File: src/rtl/arm_ctrl_pkg.sv
// Shared encodings for the ARM-subset control unit: condition codes,
// instruction classes, ALU operations and immediate-extend selects.
package arm_ctrl_pkg;

  // Condition field encodings (Instr[31:28])
  localparam logic [3:0] COND_EQ = 4'h0;
  localparam logic [3:0] COND_NE = 4'h1;
  localparam logic [3:0] COND_CS = 4'h2;
  localparam logic [3:0] COND_CC = 4'h3;
  localparam logic [3:0] COND_MI = 4'h4;
  localparam logic [3:0] COND_PL = 4'h5;
  localparam logic [3:0] COND_VS = 4'h6;
  localparam logic [3:0] COND_VC = 4'h7;
  localparam logic [3:0] COND_HI = 4'h8;
  localparam logic [3:0] COND_LS = 4'h9;
  localparam logic [3:0] COND_GE = 4'hA;
  localparam logic [3:0] COND_LT = 4'hB;
  localparam logic [3:0] COND_GT = 4'hC;
  localparam logic [3:0] COND_LE = 4'hD;
  localparam logic [3:0] COND_AL = 4'hE;

  // Data-processing cmd field (Funct[4:1]) values that the ALU supports
  localparam logic [3:0] CMD_ADD = 4'b0100;
  localparam logic [3:0] CMD_SUB = 4'b0010;
  localparam logic [3:0] CMD_AND = 4'b0000;
  localparam logic [3:0] CMD_ORR = 4'b1100;

  // Instruction class (Instr[27:26])
  typedef enum logic [1:0] {
    OP_DP   = 2'b00,
    OP_MEM  = 2'b01,
    OP_BR   = 2'b10,
    OP_NONE = 2'b11
  } op_e;

  // ALUControl encodings
  typedef enum logic [1:0] {
    ALU_ADD = 2'b00,
    ALU_SUB = 2'b01,
    ALU_AND = 2'b10,
    ALU_ORR = 2'b11
  } alu_ctrl_e;

  // Extend-unit select
  typedef enum logic [1:0] {
    IMM_DP  = 2'b00,
    IMM_MEM = 2'b01,
    IMM_BR  = 2'b10
  } imm_src_e;

endpackage

File: src/rtl/controller_condlogic.sv
// Condition logic: holds the NZCV flags, evaluates the condition field
// against them and gates every architectural write with the result.
module controller_condlogic
  import arm_ctrl_pkg::*;
(
  input  logic       clk,
  input  logic       reset,
  input  logic [3:0] Cond,
  input  logic [3:0] ALUFlags,
  input  logic [1:0] FlagW,
  input  logic       PCS,
  input  logic       RegW,
  input  logic       MemW,
  output logic       PCSrc,
  output logic       RegWrite,
  output logic       MemWrite
);

  logic [3:0] r_flags;
  logic       w_n, w_z, w_c, w_v;
  logic       w_cond_ex;
  logic [1:0] w_flag_write;

  assign {w_n, w_z, w_c, w_v} = r_flags;

  // Evaluate the condition field against the stored (previous-cycle) flags
  always_comb begin
    // NOTE: default first so every path assigns w_cond_ex and no latch is inferred.
    w_cond_ex = 1'b0;
    case (Cond)
      COND_EQ: w_cond_ex = w_z;
      COND_NE: w_cond_ex = ~w_z;
      COND_CS: w_cond_ex = w_c;
      COND_CC: w_cond_ex = ~w_c;
      COND_MI: w_cond_ex = w_n;
      COND_PL: w_cond_ex = ~w_n;
      COND_VS: w_cond_ex = w_v;
      COND_VC: w_cond_ex = ~w_v;
      COND_HI: w_cond_ex = w_c & ~w_z;
      COND_LS: w_cond_ex = ~(w_c & ~w_z);
      COND_GE: w_cond_ex = (w_n == w_v);
      COND_LT: w_cond_ex = (w_n != w_v);
      COND_GT: w_cond_ex = ~w_z & (w_n == w_v);
      COND_LE: w_cond_ex = w_z | (w_n != w_v);
      COND_AL: w_cond_ex = 1'b1;
      default: w_cond_ex = 1'b0;  // 4'hF never executes
    endcase
  end

  assign w_flag_write = FlagW & {w_cond_ex, w_cond_ex};

  assign PCSrc    = PCS  & w_cond_ex;
  assign RegWrite = RegW & w_cond_ex;
  assign MemWrite = MemW & w_cond_ex;

  // Flag register: N/Z and C/V halves update independently
  always_ff @(posedge clk or negedge reset) begin
    if (!reset) begin
      r_flags <= 4'b0000;
    end else begin
      // NOTE: non-blocking so the new flags are only visible after the edge;
      // the instruction that sets them still sees the old values this cycle.
      if (w_flag_write[1]) r_flags[3:2] <= ALUFlags[3:2];
      if (w_flag_write[0]) r_flags[1:0] <= ALUFlags[1:0];
    end
  end

endmodule

File: src/rtl/controller.sv
// Control unit of the single-cycle ARM-subset processor: decodes
// Instr[31:12] into datapath controls; condition logic gates the writes.
module controller
  import arm_ctrl_pkg::*;
(
  input  logic        clk,
  input  logic        reset,
  input  logic [19:0] Instr,
  input  logic [3:0]  ALUFlags,
  output logic [1:0]  RegSrc,
  output logic        RegWrite,
  output logic [1:0]  ImmSrc,
  output logic        ALUSrc,
  output logic [1:0]  ALUControl,
  output logic        MemWrite,
  output logic        MemtoReg,
  output logic        PCSrc
);

  logic [3:0] w_cond;
  op_e        w_op;
  logic [5:0] w_funct;
  logic [3:0] w_rd;
  logic       w_unused_rn;

  logic [1:0] w_reg_src;
  imm_src_e   w_imm_src;
  logic       w_alu_src;
  logic       w_reg_w;
  logic       w_mem_w;
  logic       w_mem_to_reg;
  logic       w_branch;
  logic       w_alu_op;
  alu_ctrl_e  w_alu_ctrl;
  logic [1:0] w_flag_w;
  logic       w_pcs;

  assign w_cond      = Instr[19:16];
  assign w_op        = op_e'(Instr[15:14]);
  assign w_funct     = Instr[13:8];
  assign w_rd        = Instr[3:0];
  // Rn is a datapath field; the controller never looks at it.
  assign w_unused_rn = ^Instr[7:4];

  // Main decode: instruction class selects the datapath configuration
  always_comb begin
    w_reg_src    = 2'b00;
    w_imm_src    = IMM_DP;
    w_alu_src    = 1'b0;
    w_reg_w      = 1'b0;
    w_mem_w      = 1'b0;
    w_mem_to_reg = 1'b0;
    w_branch     = 1'b0;
    w_alu_op     = 1'b0;
    case (w_op)
      OP_DP: begin
        w_alu_src = w_funct[5];  // I bit
        w_reg_w   = 1'b1;
        w_alu_op  = 1'b1;
      end
      OP_MEM: begin
        w_alu_src = 1'b1;
        w_imm_src = IMM_MEM;
        if (w_funct[0]) begin    // LDR
          w_reg_w      = 1'b1;
          w_mem_to_reg = 1'b1;
        end else begin           // STR reads Rd as store data
          w_mem_w   = 1'b1;
          w_reg_src = 2'b10;
        end
      end
      OP_BR: begin
        w_branch  = 1'b1;
        w_alu_src = 1'b1;
        w_imm_src = IMM_BR;
        w_reg_src = 2'b01;       // R15 as base
      end
      default: ;                 // undefined class: everything stays off
    endcase
  end

  // ALU decode: only data-processing instructions choose the ALU op and set flags
  always_comb begin
    w_alu_ctrl = ALU_ADD;
    w_flag_w   = 2'b00;
    if (w_alu_op) begin
      case (w_funct[4:1])
        CMD_ADD: w_alu_ctrl = ALU_ADD;
        CMD_SUB: w_alu_ctrl = ALU_SUB;
        CMD_AND: w_alu_ctrl = ALU_AND;
        CMD_ORR: w_alu_ctrl = ALU_ORR;
        default: w_alu_ctrl = ALU_ADD;
      endcase
      // Logical ops leave C and V untouched
      w_flag_w[1] = w_funct[0];
      w_flag_w[0] = w_funct[0] & ((w_alu_ctrl == ALU_ADD) | (w_alu_ctrl == ALU_SUB));
    end
  end

  // A write to R15 is a jump just like a branch
  assign w_pcs = ((w_rd == 4'hF) & w_reg_w) | w_branch;

  assign RegSrc     = w_reg_src;
  assign ImmSrc     = w_imm_src;
  assign ALUSrc     = w_alu_src;
  assign ALUControl = w_alu_ctrl;
  assign MemtoReg   = w_mem_to_reg;

  controller_condlogic u_condlogic (
    .clk      (clk),
    .reset    (reset),
    .Cond     (w_cond),
    .ALUFlags (ALUFlags),
    .FlagW    (w_flag_w),
    .PCS      (w_pcs),
    .RegW     (w_reg_w),
    .MemW     (w_mem_w),
    .PCSrc    (PCSrc),
    .RegWrite (RegWrite),
    .MemWrite (MemWrite)
  );

endmodule

File: config.mk
export PLATFORM = sky130hd
export DESIGN_NAME = controller
export DESIGN_NICKNAME = d
export VERILOG_FILES = /design/src/rtl/arm_ctrl_pkg.sv /design/src/rtl/controller_condlogic.sv /design/src/rtl/controller.sv
export SDC_FILE = /design/constraint.sdc
export NUM_CORES = 1
export LEC_CHECK = 0
export BUFFER_PORTS_ARGS = -buffer_cell sky130_fd_sc_hd__buf_4
export CORE_UTILIZATION = 41
export CTS_CLUSTER_SIZE = 14
export DETAILED_ROUTE_END_ITERATION = 16
export PLACE_DENSITY = 0.78
export SLEW_MARGIN = 15
export SYNTH_ARGS = -nofsm -noshare
export SYNTH_HDL_FRONTEND = slang
export SYNTH_SLANG_ARGS = --single-unit
File: constraint.sdc
create_clock -name clk -period 2.8 [get_ports clk]
set_input_delay 0.28 -clock clk [delete_from_list [all_inputs] [get_ports clk]]
set_output_delay 0.28 -clock clk [all_outputs]
set_load 0.02 [all_outputs]
==> impl.org <==
** Global route
- Number of global-route vias before repair :: 521
- The first global-routing pass estimated roughly 2.1 mm of wire.
- Summed over all layers, the global routing overflow is 0.
- Largest net degree at the start of global routing :: 9
- For this run, the total global-route usage over all layers was measured as 0.206.
- The number of antenna violations at the first check in global routing came to 0.

** CTS
- After clock tree synthesis, the clock-pin slew on the worst setup and hold paths is 40 ps.
- Counting along the longest clock path gives a buffer depth of 2.
- In this run the number of H-tree levels came out at 1.
- TritonCTS created 3 clock buffers.
- At the later pin of the worst-skew pair, clock insertion delay measures 240 ps.
- Once the clock tree was built, the resizer swapped 0 gates to a different size.
- CTS Root Cell :: clkbuf_4
- Clock sink total :: 4
- CTS tree :: built

** Floorplan
- Die Wd :: 39.3 um
- Core Region :: 0.00130 mm^2
- The floorplan step set the die height to between 30 and 40 um.
- The initial utilization of the core area, before any placement, comes to 0.438.
- In this run the count of I/O pins placed on the die edge is 37.
- The die covers 0.00154 mm^2.
- The initialized floorplan defines 13 standard-cell rows.

** Worst setup path
- STA classifies the critical path startpoint as a register.
- The critical path in this run is classified as register to output pin.
- Critical Path RT :: 2520 ps
- The most numerous cell type found on the critical path is nor2_1.
- Data arrives at the worst endpoint at about 2000 ps.
- In this design, the stage delay of the slowest critical-path cell is roughly 470 ps.
- Endpoint class of the critical path :: output pin
- Largest fanout on the critical path :: 5
- The slowest stage of the critical path is the or3b_2 cell.
- Walking the worst path, the cells encountered are or3b_2 > a2111oi_2 > or4_4 > nor2_1 > nor2_1 > buf_4.
- For the worst flop-to-flop path, the logic depth is 5.

** Run status
- Status :: finished, final reports clean

** Placed design
- Placement-stage cell area :: 806 um^2
- Buffers placed on the I/O ports in this run total 32.
- Detailed placement ended at an HPWL of about 1.1 mm.
- The congestion estimate from routability-driven global placement came to 0.671.

** Synth
- A synthesized cell averages 8.52 um^2.
- After synthesis the netlist holds a flip-flop and latch count of 4.
- Synthesized netlist net count :: 98
- YS warnings :: 0
- Post-synth design cell area :: ~570 um^2
- Distinct cell type count after synthesis :: 31
- Sequential share of the synthesized area :: 0.175
- The cell count after synthesis came out at 67.

** Routing
- After detailed routing, the total wire length is between 1 and 1.5 mm.
- Before antenna repair, the detailed router went through 4 iterations.
- DRC errors left :: 0
- After detailed routing, the average wire length per cell comes to 12.0 um.
- Antenna-violating nets left :: 0
- Number of vias in the routed layout :: approximately 590
- Using the TritonRoute via totals, the vias-per-cell ratio works out to 5.16.
- DRC violation total after the first TritonRoute iteration :: 13

** Pwr
- The share of total power dissipated in combinational logic is 0.539.
- The share of total power dissipated in the clock network is 0.169.
- Worst ir drop on vdd :: 0.000242 V
- Of the total power, the share spent switching nets is 0.382.
- Summed over all cells, the static leakage comes to 0.416 nW.
- Of the total power, registers draw 0.292.
- In this run the power spent charging and discharging nets is 0.164 mW.
- In this run the power density over the cells is around 500 mW/mm^2.
- Summing internal, switching and leakage power gives 0.431 mW.
- Internal Dissipation :: 0.266 mW

** Final layout
- Summing all non-filler instances in the final layout gives an area of 838 um^2.
- Share of layout cells above drive strength 1 :: 0.450
- Number of nets in the finished design :: 133
- 0 antenna diodes ended up in the layout.
- The library cell used most frequently in the layout, excluding fill and tap cells, is buf_4.
- Area grow syn2layout :: 46.9%
- Max FFs per register :: 4
- The register with the most flip-flops in the final layout is u_condlogic.r_flags.
- Commonest cells after routing, fill and taps aside :: buf_4, nor2_1, ha_1
- Largest registers in the final layout :: u_condlogic.r_flags: 4 flops
- Fill cells in the final layout number 125.

** STA
- In the final timing run, aggregate negative setup slack is 0 ps.
- Final critical path time including I/O delays and setup :: approximately 2300 ps
- Setup violations remaining at the end of the flow were counted as 0.
- Slew at the pin closest to its max-slew limit :: ~260 ps
- The max-slew violation count came to 0.
- RSZ-0062 raised after global routing :: no
- Static timing analysis puts the maximum clock frequency at approximately 430 MHz.
- Largest clock skew in the final design :: 8.05 ps
- Relative slew margins :: 0.823
- The hold violation count in the final report came to 0.
- Period Utilization, post-route :: 0.822

** Flow run
- The tool flagged a number of max-cap violations equal to 0.

** Hold path
- The min-delay analysis places its worst path in the category primary input to register.
- The worst hold path was traced through 2 stages.
==> repair_timing <==
action,in CTS,in global routing
hold buffers,1,0
hold endpoints to repair,4,0
buffers inserted,0,0
==> per-layer routing <==
metal / up-vias / wire, um / global-route usage
li1: 297 / - / -
met2: 27 / 750 / 0.375
met4: 0 / 0 / 0.103
met1: 269 / 547 / 0.212
met3: 0 / 86 / 0.0568
met5: - / 0 / 0
==> layout make-up <==
cell class | count | area, um^2 | area share
timing repair buffer | 33 | 250 | 0.299
tap | 15 | 18.8 | 0.0224
sequential | 4 | 100 | 0.119
multi-input combinational | 57 | 435 | 0.519
inverter | 3 | 11.3 | 0.0134
clock buffer | 3 | 22.5 | 0.0269
==> power groups by stage <==
stage / Sequential (mW) / Combinational, mW / Clock [mW]
2_1_floorplan: 0.116 / 0.170 / 0
3_3_place_gp: 0.125 / 0.225 / 0
3_5_place_dp: 0.128 / 0.233 / 0
4_1_cts: 0.127 / 0.235 / 0.0761
5_1_grt: 0.130 / 0.254 / 0.0790
6_report: 0.126 / 0.232 / 0.0728
==> worst paths after layout <==
path | to | startpoint | slack, ps
min | u_condlogic.r_flags[3] | ALUFlags[3] | 270
max reg2reg | u_condlogic.r_flags[2] | u_condlogic.r_flags[2] | 780
min in group asynchronous | u_condlogic.r_flags[3] | reset | 380
max | PCSrc | u_condlogic.r_flags[2] | 500
min reg2reg | u_condlogic.r_flags[1] | u_condlogic.r_flags[1] | 600
max in group asynchronous | u_condlogic.r_flags[0] | reset | 2310
==> Yosys cell counts (all sizes together) <==
cell type   n  share of area
nor2b       2          0.022
a211oi      1          0.013
dfrtp       4           0.18
o21ai       1          0.015
and3        1          0.011
nand2       4          0.026
nor3        2          0.018
and2        2          0.022
or2b        1          0.013
a21oi       2          0.018
or3b        2          0.031
nor3b       1          0.013
nand4       1          0.011
or4         1          0.020
xnor2       4          0.061
xor2        3          0.046
a311o       1          0.018
nor4        1          0.011
mux2        4          0.092
nand2b      1          0.011
nand3b      1          0.013
nor2       12          0.079
mux2i       2          0.035
inv         3          0.020
o21ba       1          0.029
a2111oi     1          0.026
buf         3          0.042
ha          5           0.11
==> stage by stage <==
step	instances	hold slack (ps)	utilization	setup slack, ps
2_1_floorplan	67	-15.6	-	743
3_3_place_gp	111	77.0	0.619	727
3_5_place_dp	111	80.9	0.619	734
4_1_cts	115	261	0.644	476
5_1_grt	115	266	0.644	359
6_report	115	271	0.644	500
==> kinds of logic after synthesis <==
logic type               after synthesis  synth area share
AND/OR/NAND/NOR                       32             0.300
AO/OA/AOI/OAI                          7             0.118
XOR/XNOR                               7             0.107
buffers and inverters                  6            0.0614
multiplexers                           6             0.127
adder cells (fa/ha/maj)                5             0.110
flip-flops                             4             0.175
==> critical path: cells and delay by family (launching register included) <==
family | cells | cell delay (ps)
AOI/OAI and AO/OA | 1 | 360
buffers and inverters | 1 | 140
and+or+nand+nor | 4 | 850
DFF | 1 | 430
(Power assumes the default switching activity.)
